File: src/rtl/apb_req_arbiter_pkg.sv
// Shared types and constants for the two-port APB request arbiter.
package apb_arb_pkg;

    typedef enum logic [1:0] {
        IDLE = 2'd0,
        XFER = 2'd1,
        RESP = 2'd2
    } state_t;

    localparam logic PORT_CPU = 1'b0;
    localparam logic PORT_DMA = 1'b1;

    // Width of a counter that must reach timeout-1.
    function automatic int cnt_width(input int timeout);
        return (timeout > 2) ? $clog2(timeout) : 1;
    endfunction

endpackage

File: src/rtl/apb_req_arbiter_rr_pick.sv
// Two-way round-robin pick: a lone requester wins, on contention the
// port that was not granted last wins.
module apb_rr_pick
    import apb_arb_pkg::*;
(
    input  logic [1:0] req_i,
    input  logic       last_grant_i,
    output logic [1:0] winner_o,
    output logic       valid_o
);

    // Combinational winner selection.
    always_comb begin
        valid_o  = |req_i;
        winner_o = req_i;
        if (req_i == 2'b11) begin
            winner_o = (last_grant_i == PORT_CPU) ? 2'b10 : 2'b01;
        end
    end

endmodule

File: src/rtl/apb_req_arbiter.sv
// Shares one APB master between a CPU port and a DMA port, one transfer
// at a time, with a per-transfer completion timeout.
module apb_req_arbiter
    import apb_arb_pkg::*;
#(
    parameter int ADDR_W  = 32,
    parameter int DATA_W  = 32,
    parameter int TIMEOUT = 16
) (
    input  logic                PCLK,
    input  logic                PRESET,
    input  logic [1:0]          req,
    input  logic [1:0]          rw,
    input  logic [ADDR_W-1:0]   addr0,
    input  logic [ADDR_W-1:0]   addr1,
    input  logic [DATA_W-1:0]   wdata0,
    input  logic [DATA_W-1:0]   wdata1,
    input  logic [DATA_W/8-1:0] strb0,
    input  logic [DATA_W/8-1:0] strb1,
    output logic [1:0]          gnt,
    output logic [1:0]          done,
    output logic [DATA_W-1:0]   rdata,
    output logic                err,
    output logic                Trans,
    output logic                ReadOrWrite,
    output logic [ADDR_W-1:0]   Write_Address,
    output logic [ADDR_W-1:0]   Read_Address,
    output logic [DATA_W-1:0]   INPUT_DATA,
    output logic [DATA_W/8-1:0] Input_STRB,
    input  logic [DATA_W-1:0]   OUT_DATA,
    input  logic                PSLVERR,
    input  logic                xfer_done
);

    localparam int STRB_W = DATA_W / 8;
    localparam int CW     = cnt_width(TIMEOUT);
    localparam logic [CW-1:0] CNT_LAST = CW'(TIMEOUT - 1);

    state_t              state_q;
    logic [CW-1:0]       cnt_q;
    logic                last_grant_q;
    logic [1:0]          gnt_q;
    logic [1:0]          done_q;
    logic [DATA_W-1:0]   rdata_q;
    logic                err_q;
    logic                trans_q;
    logic                rw_q;
    logic [ADDR_W-1:0]   waddr_q;
    logic [ADDR_W-1:0]   raddr_q;
    logic [DATA_W-1:0]   wdata_q;
    logic [STRB_W-1:0]   strb_q;

    logic [1:0]          pick_winner;
    logic                pick_valid;
    logic                sel_rw;
    logic [ADDR_W-1:0]   sel_addr;
    logic [DATA_W-1:0]   sel_wdata;
    logic [STRB_W-1:0]   sel_strb;

    apb_rr_pick u_pick (
        .req_i        (req),
        .last_grant_i (last_grant_q),
        .winner_o     (pick_winner),
        .valid_o      (pick_valid)
    );

    // Command fields of the port the picker selected.
    always_comb begin
        sel_rw    = rw[0];
        sel_addr  = addr0;
        sel_wdata = wdata0;
        sel_strb  = strb0;
        if (pick_winner[1]) begin
            sel_rw    = rw[1];
            sel_addr  = addr1;
            sel_wdata = wdata1;
            sel_strb  = strb1;
        end
    end

    // Arbitration FSM; every output is a register updated here.
    always_ff @(posedge PCLK) begin
        if (PRESET) begin
            state_q      <= IDLE;
            cnt_q        <= '0;
            last_grant_q <= PORT_DMA;
            gnt_q        <= '0;
            done_q       <= '0;
            rdata_q      <= '0;
            err_q        <= 1'b0;
            trans_q      <= 1'b0;
            rw_q         <= 1'b0;
            waddr_q      <= '0;
            raddr_q      <= '0;
            wdata_q      <= '0;
            strb_q       <= '0;
        end else begin
            unique case (state_q)
                IDLE: begin
                    if (pick_valid) begin
                        gnt_q   <= pick_winner;
                        trans_q <= 1'b1;
                        rw_q    <= sel_rw;
                        // Only the address/data path for the chosen direction is live.
                        waddr_q <= sel_rw ? '0 : sel_addr;
                        raddr_q <= sel_rw ? sel_addr : '0;
                        wdata_q <= sel_rw ? '0 : sel_wdata;
                        strb_q  <= sel_rw ? '0 : sel_strb;
                        cnt_q   <= '0;
                        state_q <= XFER;
                    end
                end
                XFER: begin
                    cnt_q <= cnt_q + 1'b1;
                    // Completion wins over timeout when both land on the same edge.
                    if (xfer_done || (cnt_q == CNT_LAST)) begin
                        done_q  <= gnt_q;
                        trans_q <= 1'b0;
                        rw_q    <= 1'b0;
                        waddr_q <= '0;
                        raddr_q <= '0;
                        wdata_q <= '0;
                        strb_q  <= '0;
                        state_q <= RESP;
                        if (xfer_done) begin
                            rdata_q <= rw_q ? OUT_DATA : '0;
                            err_q   <= PSLVERR;
                        end else begin
                            rdata_q <= '0;
                            err_q   <= 1'b1;
                        end
                    end
                end
                RESP: begin
                    last_grant_q <= gnt_q[1] ? PORT_DMA : PORT_CPU;
                    gnt_q        <= '0;
                    done_q       <= '0;
                    rdata_q      <= '0;
                    err_q        <= 1'b0;
                    cnt_q        <= '0;
                    state_q      <= IDLE;
                end
                default: begin
                    state_q <= IDLE;
                end
            endcase
        end
    end

    assign gnt           = gnt_q;
    assign done          = done_q;
    assign rdata         = rdata_q;
    assign err           = err_q;
    assign Trans         = trans_q;
    assign ReadOrWrite   = rw_q;
    assign Write_Address = waddr_q;
    assign Read_Address  = raddr_q;
    assign INPUT_DATA    = wdata_q;
    assign Input_STRB    = strb_q;

endmodule

File: config.mk
export PLATFORM = sky130hd
export DESIGN_NAME = apb_req_arbiter
export DESIGN_NICKNAME = d
export VERILOG_FILES = /design/src/rtl/apb_req_arbiter_pkg.sv /design/src/rtl/apb_req_arbiter_rr_pick.sv /design/src/rtl/apb_req_arbiter.sv
export SDC_FILE = /design/constraint.sdc
export NUM_CORES = 1
export LEC_CHECK = 0
export CAP_MARGIN = 20
export CORE_AREA = 2 2 121 123
export DETAILED_ROUTE_END_ITERATION = 10
export DIE_AREA = 0 0 123 125
export PLACE_DENSITY = 0.84
export SETUP_SLACK_MARGIN = 0.4
export SLEW_MARGIN = 15
export SYNTH_ARGS = -nofsm -noshare
export SYNTH_HDL_FRONTEND = slang
export SYNTH_SLANG_ARGS = --single-unit
File: constraint.sdc
create_clock -name PCLK -period 3.4 [get_ports PCLK]
set_clock_uncertainty 0.05 [all_clocks]
set_input_delay 0.85 -clock PCLK [delete_from_list [all_inputs] [get_ports PCLK]]
set_output_delay 0.85 -clock PCLK [all_outputs]
set_load 0.02 [all_outputs]
After elaboration in Yosys (flattened, before gate mapping)
Index checks and enable logic that the tools add are counted.

word-level totals
  bits in registers = 146
  bits in latches = 0
  bits in writable memories = 0
  ROM bits = 0
  input bits = 176
  logic and storage cells = 74
  memories kept = 0

cells by class
  add/subtract/negate cells = 1
  multipliers = 0
  div/mod/pow operators = 0
  magnitude comparators = 0
  equality and inequality tests = 6
  shift-type cells = 0
  muxes and demuxes = 42
  bitwise operators = 0
  reduce and logical (&&, ||, !) cells = 12

operators by type and width
  operator                                        count
  2-to-1 mux 32 bit                               12
  one-hot mux 32 bit (2 select lines)             4
  2-to-1 mux 4 bit                                5
  2-to-1 mux 2 bit                                6
  one-hot mux 2 bit (2 select lines)              3
  one-hot mux 4 bit (3 select lines)              1
  one-hot mux 4 bit (2 select lines)              1
  AND reduction 2 bit                             4
  2-to-1 mux 1 bit                                7
  one-hot mux 1 bit (2 select lines)              3
  nonzero test 2 bit                              3
  adder 4 x 1 -> 4 bit (second input constant)    1
  == test 2 bit (second input constant)           2
  == test 4 bit (second input constant)           1
  != test 2 bit (second input constant)           2
  AND reduction 3 bit                             1
  nonzero test 3 bit                              1
  == test 2 x 1 -> 1 bit (second input constant)  1
  zero test 2 bit                                 1
  OR reduction 2 bit                              1
  logical OR 1 bit                                1

Depth between registers and ports, before layout
Gate-level depths: netlist (run 1).

  word-level depth = 6
  gate-level depth with buffers = 8

Modules after synthesis
From an unflattened synthesis (run 1), not the netlist that was laid out.

second synthesis, totals
  cell total of the unflattened synthesis = 760
  area, all modules = 7146.9 µm²

by module, submodules not included
  module           instances  cells each  area an instance (µm²)
  apb_req_arbiter  1          756         7121.8
  apb_rr_pick      1          4           25.0

Worst setup path after synthesis (run 1)
Ideal clock, no wire load.

  path type = input to register
  start = input req[1]
  end = register waddr_q[10] (netlist: Write_Address[10])
  library setup time = 0.117 ns
  data arrival time = 1.934 ns
  setup slack = 1.300 ns
  stages on the path = 7
  cells stage by stage = a21bo_1 > buf_4 > mux2i_4 > and2_1 > buf_4 > buf_6 > a22o_1

on the way
  longest elaborated chain between the ends = 6
  elaborated cells between the ends (all ways) = 10
  classes of those cells = eq/ne: 2; mux: 6; reduce/logical: 2

RTL lines
  element                                                       line                           RTL
  start: declaration                                            apb_req_arbiter.sv:12          input logic [1:0] req,
  == test 2 bit                                                 apb_req_arbiter_rr_pick.sv:16  if (req_i == 2'b11) begin
  2-to-1 mux 2 bit                                              apb_req_arbiter_rr_pick.sv:16
  2-to-1 mux 32 bit / 2-to-1 mux 1 bit (equally long branches)  apb_req_arbiter.sv:73          if (pick_winner[1]) begin
  2-to-1 mux 32 bit                                             apb_req_arbiter.sv:105         waddr_q <= sel_rw ? '0 : sel_addr;
  2-to-1 mux 32 bit                                             apb_req_arbiter.sv:100         if (pick_valid) begin
  one-hot mux 32 bit (2 select lines)                           apb_req_arbiter.sv:98          unique case (state_q)
  end signal: assignment                                        apb_req_arbiter.sv:105
  end: declaration                                              apb_req_arbiter.sv:48          logic [ADDR_W-1:0] waddr_q;

Parallel ways exist; a longest one is shown, timed or not. The select of a mux whose other input is x is not followed.
A chain may end at the register's enable or synchronous reset.

Worst setup path in the final report (run 1)
  start = input req[0]
  end = register waddr_q[5] (netlist: Write_Address[5])

The elaborated chain is that of the path after synthesis.

==> metrics.cfg, run 1 <==
[route]
vias_per_cell = 5.20
dr_total_vias = 5656
wl_met3_microns = 1810
antenna_left = 0
routedWlPerCell_microns = 17.8
firstDrtPassIters = 4
drt-total-wl_microns = 19300
drt_first_iter_violations = 346
drc = 0
wl_met2_microns = 9200
maxUsedRoutingLayer = met4
wl_met1_microns = 7900

[power]
p_total_mw = 5.19
power.leakage_nw = 3.68
power_density_mw_per_mm2 = 541
vdd_drop_max_v = 0.000351

[global_route]
grt-ovfl-total = 0
grtUsageTotal_pct = 24.9
grt_pass1_vias = 5540
grt_pass1_wl_microns = 29800
grt_max_degree = 102
antenna_found_initial = 0

[setup_path]
r2r_start = state_q[1]
worstSetupStartpoint = req[0]
crit_path_end_kind = register
regToRegSetupSlack_ps = 1120
cp.arrival_ps = 2830
critPathLaunchType = input port
endpoint = Write_Address[5]
worstPathRequired_ps = 3700
crit_type = in2reg
r2r_cells = 7
rr_endpoint = Write_Address[5]
crit_fanout = 32

[yosys]
synth-adder-area-share_pct = 1.08
synth_top_area_share_pct = 50.6
synth-edff-count = 0
synth_cell_type_count = 36
synthFlopType = dfxtp_1
synth_xor_area_share_pct = 0
syn_nets = 779
postSynthCellCount = 598
synth.most_common_cell = dfxtp_1
syn_area_sq_mm = 0.00578
synth_top_family_by_area = compound AO/OA/AOI/OAI gates
ys_seq_area_share_pct = 50.6
synth_simple_gate_area_share_pct = 12.5
synth-compound-area-share_pct = 23.5
async_flop_share_pct = 0
yosys_warnings = 0
avgSynthCellArea_sq_um = 9.66
ys_ff_latch = 146
synth_common_cells = dfxtp_1, nand2_1, a21oi_1
yosys.area.top_type = dfxtp_1
synthMuxAreaShare_pct = 6.97
synth_area_leaders = dfxtp_1, a22o_1, nand2_1

[clock_tree]
clk_latency_ps = 410
postCtsSetupBuffers = 0
path_clk_slew_ps = 60
cts.sinks = 146
hold_buffers = 0
clockBufferDepth = 2
cts-root-buf = clkbuf_16
tritoncts = built
cts_htree_levels = 4
numCtsBuffers = 17
cts_resized = 0

[timing]
rsz0062_at_grt = no
fin_crit_sh_pct = 74.5
final_hold_viol_count = 0
setup_viol = 0
fmax_ghz = 0.395
setup_ws_ps = 869
finalMaxSlewViolations = 0
tightest_slew_ps = 681
fin_crit_ps = 2530
maxSlewHeadroom_pct = 54.6
fin_setup_tns_ps = 0

[layout]
drive_gt1_share_pct = 6.42
nets = 1071
antennaDiodeCount = 0
stdcell_area_sq_mm = 0.00958
syn_to_final_growth_pct = 65.8

[status]
status = completed

[min_path]
hold_path.class = reg2reg

[placed_design]
preCtsSetupSlack_ps = 460
gp_congestion = 0.831
numPortBuffers = 314
dpl-instance-area_sq_mm = 0.00899
post-dp-hpwl_microns = 13800

[die]
fp.dieH_microns = 125
dieArea_sq_mm = 0.0154
core_area_sq_mm = 0.0142
pin_count = 315
die_x_microns = 123
start_util_pct = 40.7
rows = 44

[job]
cap_violations = 0

## routing by layer
metal	global-route usage, %	vias to the layer above
li1	-	2736
met1	30.1	2661
met2	40.5	229
met3	8.94	30
met4	9.36	0
met5	0	-
## kinds of logic after synthesis
kind of cell,Yosys count
and+or+nand+nor,164
adders and majority gates,5
DFF,146
AOI/OAI and AO/OA,188
buffers and inverters,56
muxes,39
## sequential cells by signal, indices dropped and copies added (netlist names)
name,flops
INPUT_DATA,32
Input_STRB,4
ReadOrWrite,1
Read_Address,32
Trans,1
Write_Address,32
cnt_q,4
done,2
err,1
gnt,2
last_grant_q,1
rdata,32
state_q,2
## worst max-delay path, stage by stage
cell             delay (ps)
clkdlybuf4s50_1         650
a21bo_4                 320
mux2i_4                 300
and2_1                  150
buf_4                   330
a22o_1                  210
## layout make-up
class                      count  area, sq um
timing repair buffer         325         3250
multi-input combinational    396         2580
inverter                       4         15.0
fill                        1108         4620
clock buffer                  19          453
tap                          184          230
clock inverter                13          134
sequential                   146         2920
## placed cells by master (no fill, tap or decap), drive strengths merged, types with 9 or more instances in the layout
cell type	n
a22o	65
dfxtp	146
clkbuf	19
nand2	103
clkdlybuf4s50	313
nand3	37
nor2	9
buf	12
mux2i	39
o2bb2ai	36
a21oi	75
## power breakdown
group,internal (mW),total (mW),switching (mW)
Clock,1.12,1.85,0.730
Sequential,1.86,1.95,0.0867
Combinational,0.630,1.39,0.763
## how the worst min path moves through the flow
stage                    from        end  slack, ps  cells past startpoint
CTS                  rdata[9]   rdata[9]        400                      2
finish              rdata[30]  rdata[30]        400                      2
floorplan            cnt_q[1]   cnt_q[1]        400                      2
detailed placement  rdata[30]  rdata[30]        390                      2
global route        rdata[31]  rdata[31]        410                      2
global placement    rdata[25]  rdata[25]        390                      2
## through the flow
step / utilization (%) / instances / hold slack (ps)
after detailed placement: 63.3 / 1055 / 392
after floorplan: - / 598 / 399
final: 67.4 / 1087 / 397
after global routing: 67.4 / 1087 / 413
after global placement: 63.3 / 1055 / 387
after CTS: 67.4 / 1087 / 400
Note: power is estimated with default switching activity, not from simulation.
==> run 2: changes to the inputs <==
Settings changed: CORE_AREA 2 2 121 123 to unset, CORE_UTILIZATION set to 35, DIE_AREA 0 0 123 125 to unset, PLACE_DENSITY 0.84 to 0.76.
Clock period 3.4 ns to 2.3 ns, I/O delays scaled along.
==> metrics.cfg, run 2 (synthesis gave the netlist of run 1 again) <==
[power]
switching_power_mw = 2.39  ; was 1.58 mW
pwr-share-comb_pct = 28.3  ; was 26.9%
vdd_drop_max_v = 0.000474  ; was 0.000351 V
pwr-share-clk_pct = 34.8  ; was 35.6%
switching_share_pct = 30.7  ; was 30.5%
power_density_mw_per_mm2 = 795  ; was 541 mW/mm^2
p_int_mw = 5.40  ; was 3.61 mW
power_frac_seq_pct = 36.9  ; was 37.5%
p_total_mw = 7.79  ; was 5.19 mW
power.leakage_nw = 4.45  ; was 3.68 nW

[route]
vias_per_cell = 4.92  ; was 5.20
dr_total_vias = 5609  ; was 5656
drc = 0  ; unchanged
antenna_left = 0  ; unchanged
firstDrtPassIters = 4  ; unchanged
routedWlPerCell_microns = 16.9  ; was 17.8 microns
drt-total-wl_microns = 19300  ; about the same
drt_first_iter_violations = 243  ; was 346

[min_path]
whs_path_depth = 2  ; unchanged
holdPathEnd = rdata[25]  ; was rdata[30]
holdCritStartpoint = rdata[25]  ; was rdata[30]
hold_path.class = reg2reg  ; unchanged

[setup_path]
worstPathRequired_ps = 2550  ; was 3700 ps
crit_buf_inv = 2  ; unchanged
crit_fanout = 14  ; was 32
critPathLaunchType = input port  ; unchanged
critPathTopFamily = buffers and inverters  ; unchanged
r2r_cells = 8  ; was 7
regToRegSetupSlack_ps = 460  ; was 1120 ps
crit_chain = clkdlybuf4s50_1 > a21bo_4 > mux2i_4 > and2_2 > buf_12 > a22o_1  ; was clkdlybuf4s50_1 > a21bo_4 > mux2i_4 > and2_1 > buf_4 > a22o_1
r2r_start = state_q[1]  ; unchanged
cp.arrival_ps = 2100  ; was 2830 ps
cpMaxStageDelayCell = clkdlybuf4s50_1  ; unchanged
crit_type = in2reg  ; unchanged
critPathMaxStageDelay_ps = 480  ; was 650 ps
rr_endpoint = Read_Address[4]  ; was Write_Address[5]
crit_path_end_kind = register  ; unchanged

[layout]
syn_to_final_growth_pct = 69.6  ; was 65.8%
drive_gt1_share_pct = 8.99  ; was 6.42%
final_cell_mix = clkdlybuf4s50_1, dfxtp_1, dlygate4sd2_1, nand2_1, a21oi_1  ; was clkdlybuf4s50_1, dfxtp_1, nand2_1, a21oi_1, a22o_1
multi_input_area_sq_mm = 0.00261  ; was 0.00258 sq mm
seqCellArea_sq_mm = 0.00292  ; about the same
nets = 1092  ; was 1071
final_common_cell = clkdlybuf4s50_1  ; unchanged
fillCellCount = 1398  ; was 1108
antennaDiodeCount = 0  ; unchanged

[global_route]
antenna_found_initial = 0  ; unchanged
grt_pass1_wl_microns = 27800  ; was 29800 microns
grt_pass1_vias = 5269  ; was 5540
grt_max_degree = 39  ; was 102
grt-ovfl-total = 0  ; unchanged
grtUsageTotal_pct = 21.5  ; was 24.9%

[timing]
maxSlewHeadroom_pct = 72.0  ; was 54.6%
tightest_slew_ps = 420  ; was 681 ps
fin_crit_ps = 1860
final_hold_viol_count = 0  ; unchanged
fin_crit_sh_pct = 80.7
fmax_ghz = 0.539
fin_setup_tns_ps = 0  ; unchanged
setup_viol = 0  ; unchanged
rsz0062_at_grt = yes  ; was no
finalMaxSlewViolations = 0  ; unchanged

[die]
start_util_pct = 36.1  ; was 40.7%
dieArea_sq_mm = 0.0170  ; was 0.0154 sq mm
pin_count = 315  ; unchanged
rows = 46  ; was 44
fp.dieH_microns = 130  ; was 125 microns
die_x_microns = 130  ; was 123 microns
core_area_sq_mm = 0.0160  ; was 0.0142 sq mm

[clock_tree]
clk_latency_ps = 410  ; about the same
cts_htree_levels = 4  ; unchanged
clockBufferDepth = 2  ; unchanged
cts.sinks = 146  ; unchanged
path_clk_slew_ps = 60  ; about the same
numCtsBuffers = 17  ; unchanged
hold_buffers = 0  ; unchanged
tritoncts = built  ; unchanged
cts-root-buf = clkbuf_16  ; unchanged

[job]
cap_violations = 0  ; unchanged

[placed_design]
numPortBuffers = 314  ; unchanged
gp_congestion = 0.789  ; was 0.831
post-dp-hpwl_microns = 14200  ; was 13800 microns

[status]
status = completed  ; unchanged

==> run 2: cell count changes in the layout (fill, tap and decap cells not counted), moves of 2 or more <==
cell / delta
clkdlybuf4s50_1: -139
dlygate4sd2_1: +139
buf_12: +13
buf_4: +6
clkinv_2: -3
clkinvlp_4: +3
buf_6: +2
ha_1: -2
ha_4: +2
==> run 2: worst max-delay path by stage <==
stage | cells past startpoint | to | startpoint
floorplan | 8 | Write_Address[0] | state_q[0]
global placement | 6 | Write_Address[11] | req[1]
detailed placement | 6 | Write_Address[24] | req[1]
CTS | 8 | Read_Address[4] | state_q[0]
global route | 6 | Write_Address[31] | req[1]
finish | 6 | Write_Address[14] | req[1]
==> run 2: area by class of cell <==
type | count | area share [%]
Clock buffer | 19 | 4.52
Clock inverter | 12 | 1.35
Inverter | 4 | 0.153
Multi-Input combinational cell | 396 | 26.7
Sequential cell | 146 | 29.8
Tap cell | 216 | 2.76
Timing Repair Buffer | 346 | 34.7
==> run 2: metrics by stage <==
step	cells	util [%]	area (sq um)	worst slack [ps]	hold WS (ps)
floorplan	598	-	5780	463	399
global placement	1108	58.5	9350	38.8	386
detailed placement	1108	58.5	9350	24.1	393
CTS	1139	61.0	9760	403	398
global route	1139	61.2	9800	395	410
finish	1139	61.2	9800	444	395
==> run 2: what timing repair did <==
action	CTS	global route
setup endpoints to repair	242	119
buffers inserted	0	0
pin swaps	0	1
gates resized for setup	141	10
==> run 2: layer usage <==
layer | share of wire, % | track usage, % | up-vias
met5 | 0 | 0 | -
met4 | 1.4 | 7.37 | 0
met3 | 8.5 | 7.53 | 19
met2 | 49 | 37.0 | 195
met1 | 41 | 24.9 | 2616
li1 | - | - | 2779
==> run 2: power groups by stage <==
stage	registers, mW	logic (mW)	clock network [mW]
3_3_place_gp	2.93	2.31	0
6_report	2.88	2.21	2.71
3_5_place_dp	2.93	2.32	0
5_1_grt	2.90	2.37	2.87
2_1_floorplan	3.16	0.908	0
4_1_cts	2.87	2.19	2.76
==> run 2: worst min-delay path, delay by kind of cell (launching register included) <==
| family | cells | cell delay (ps) |
|---|---|---|
| compound gates | 1 | 50 |
| flops | 1 | 300 |
| simple gates | 1 | 50 |
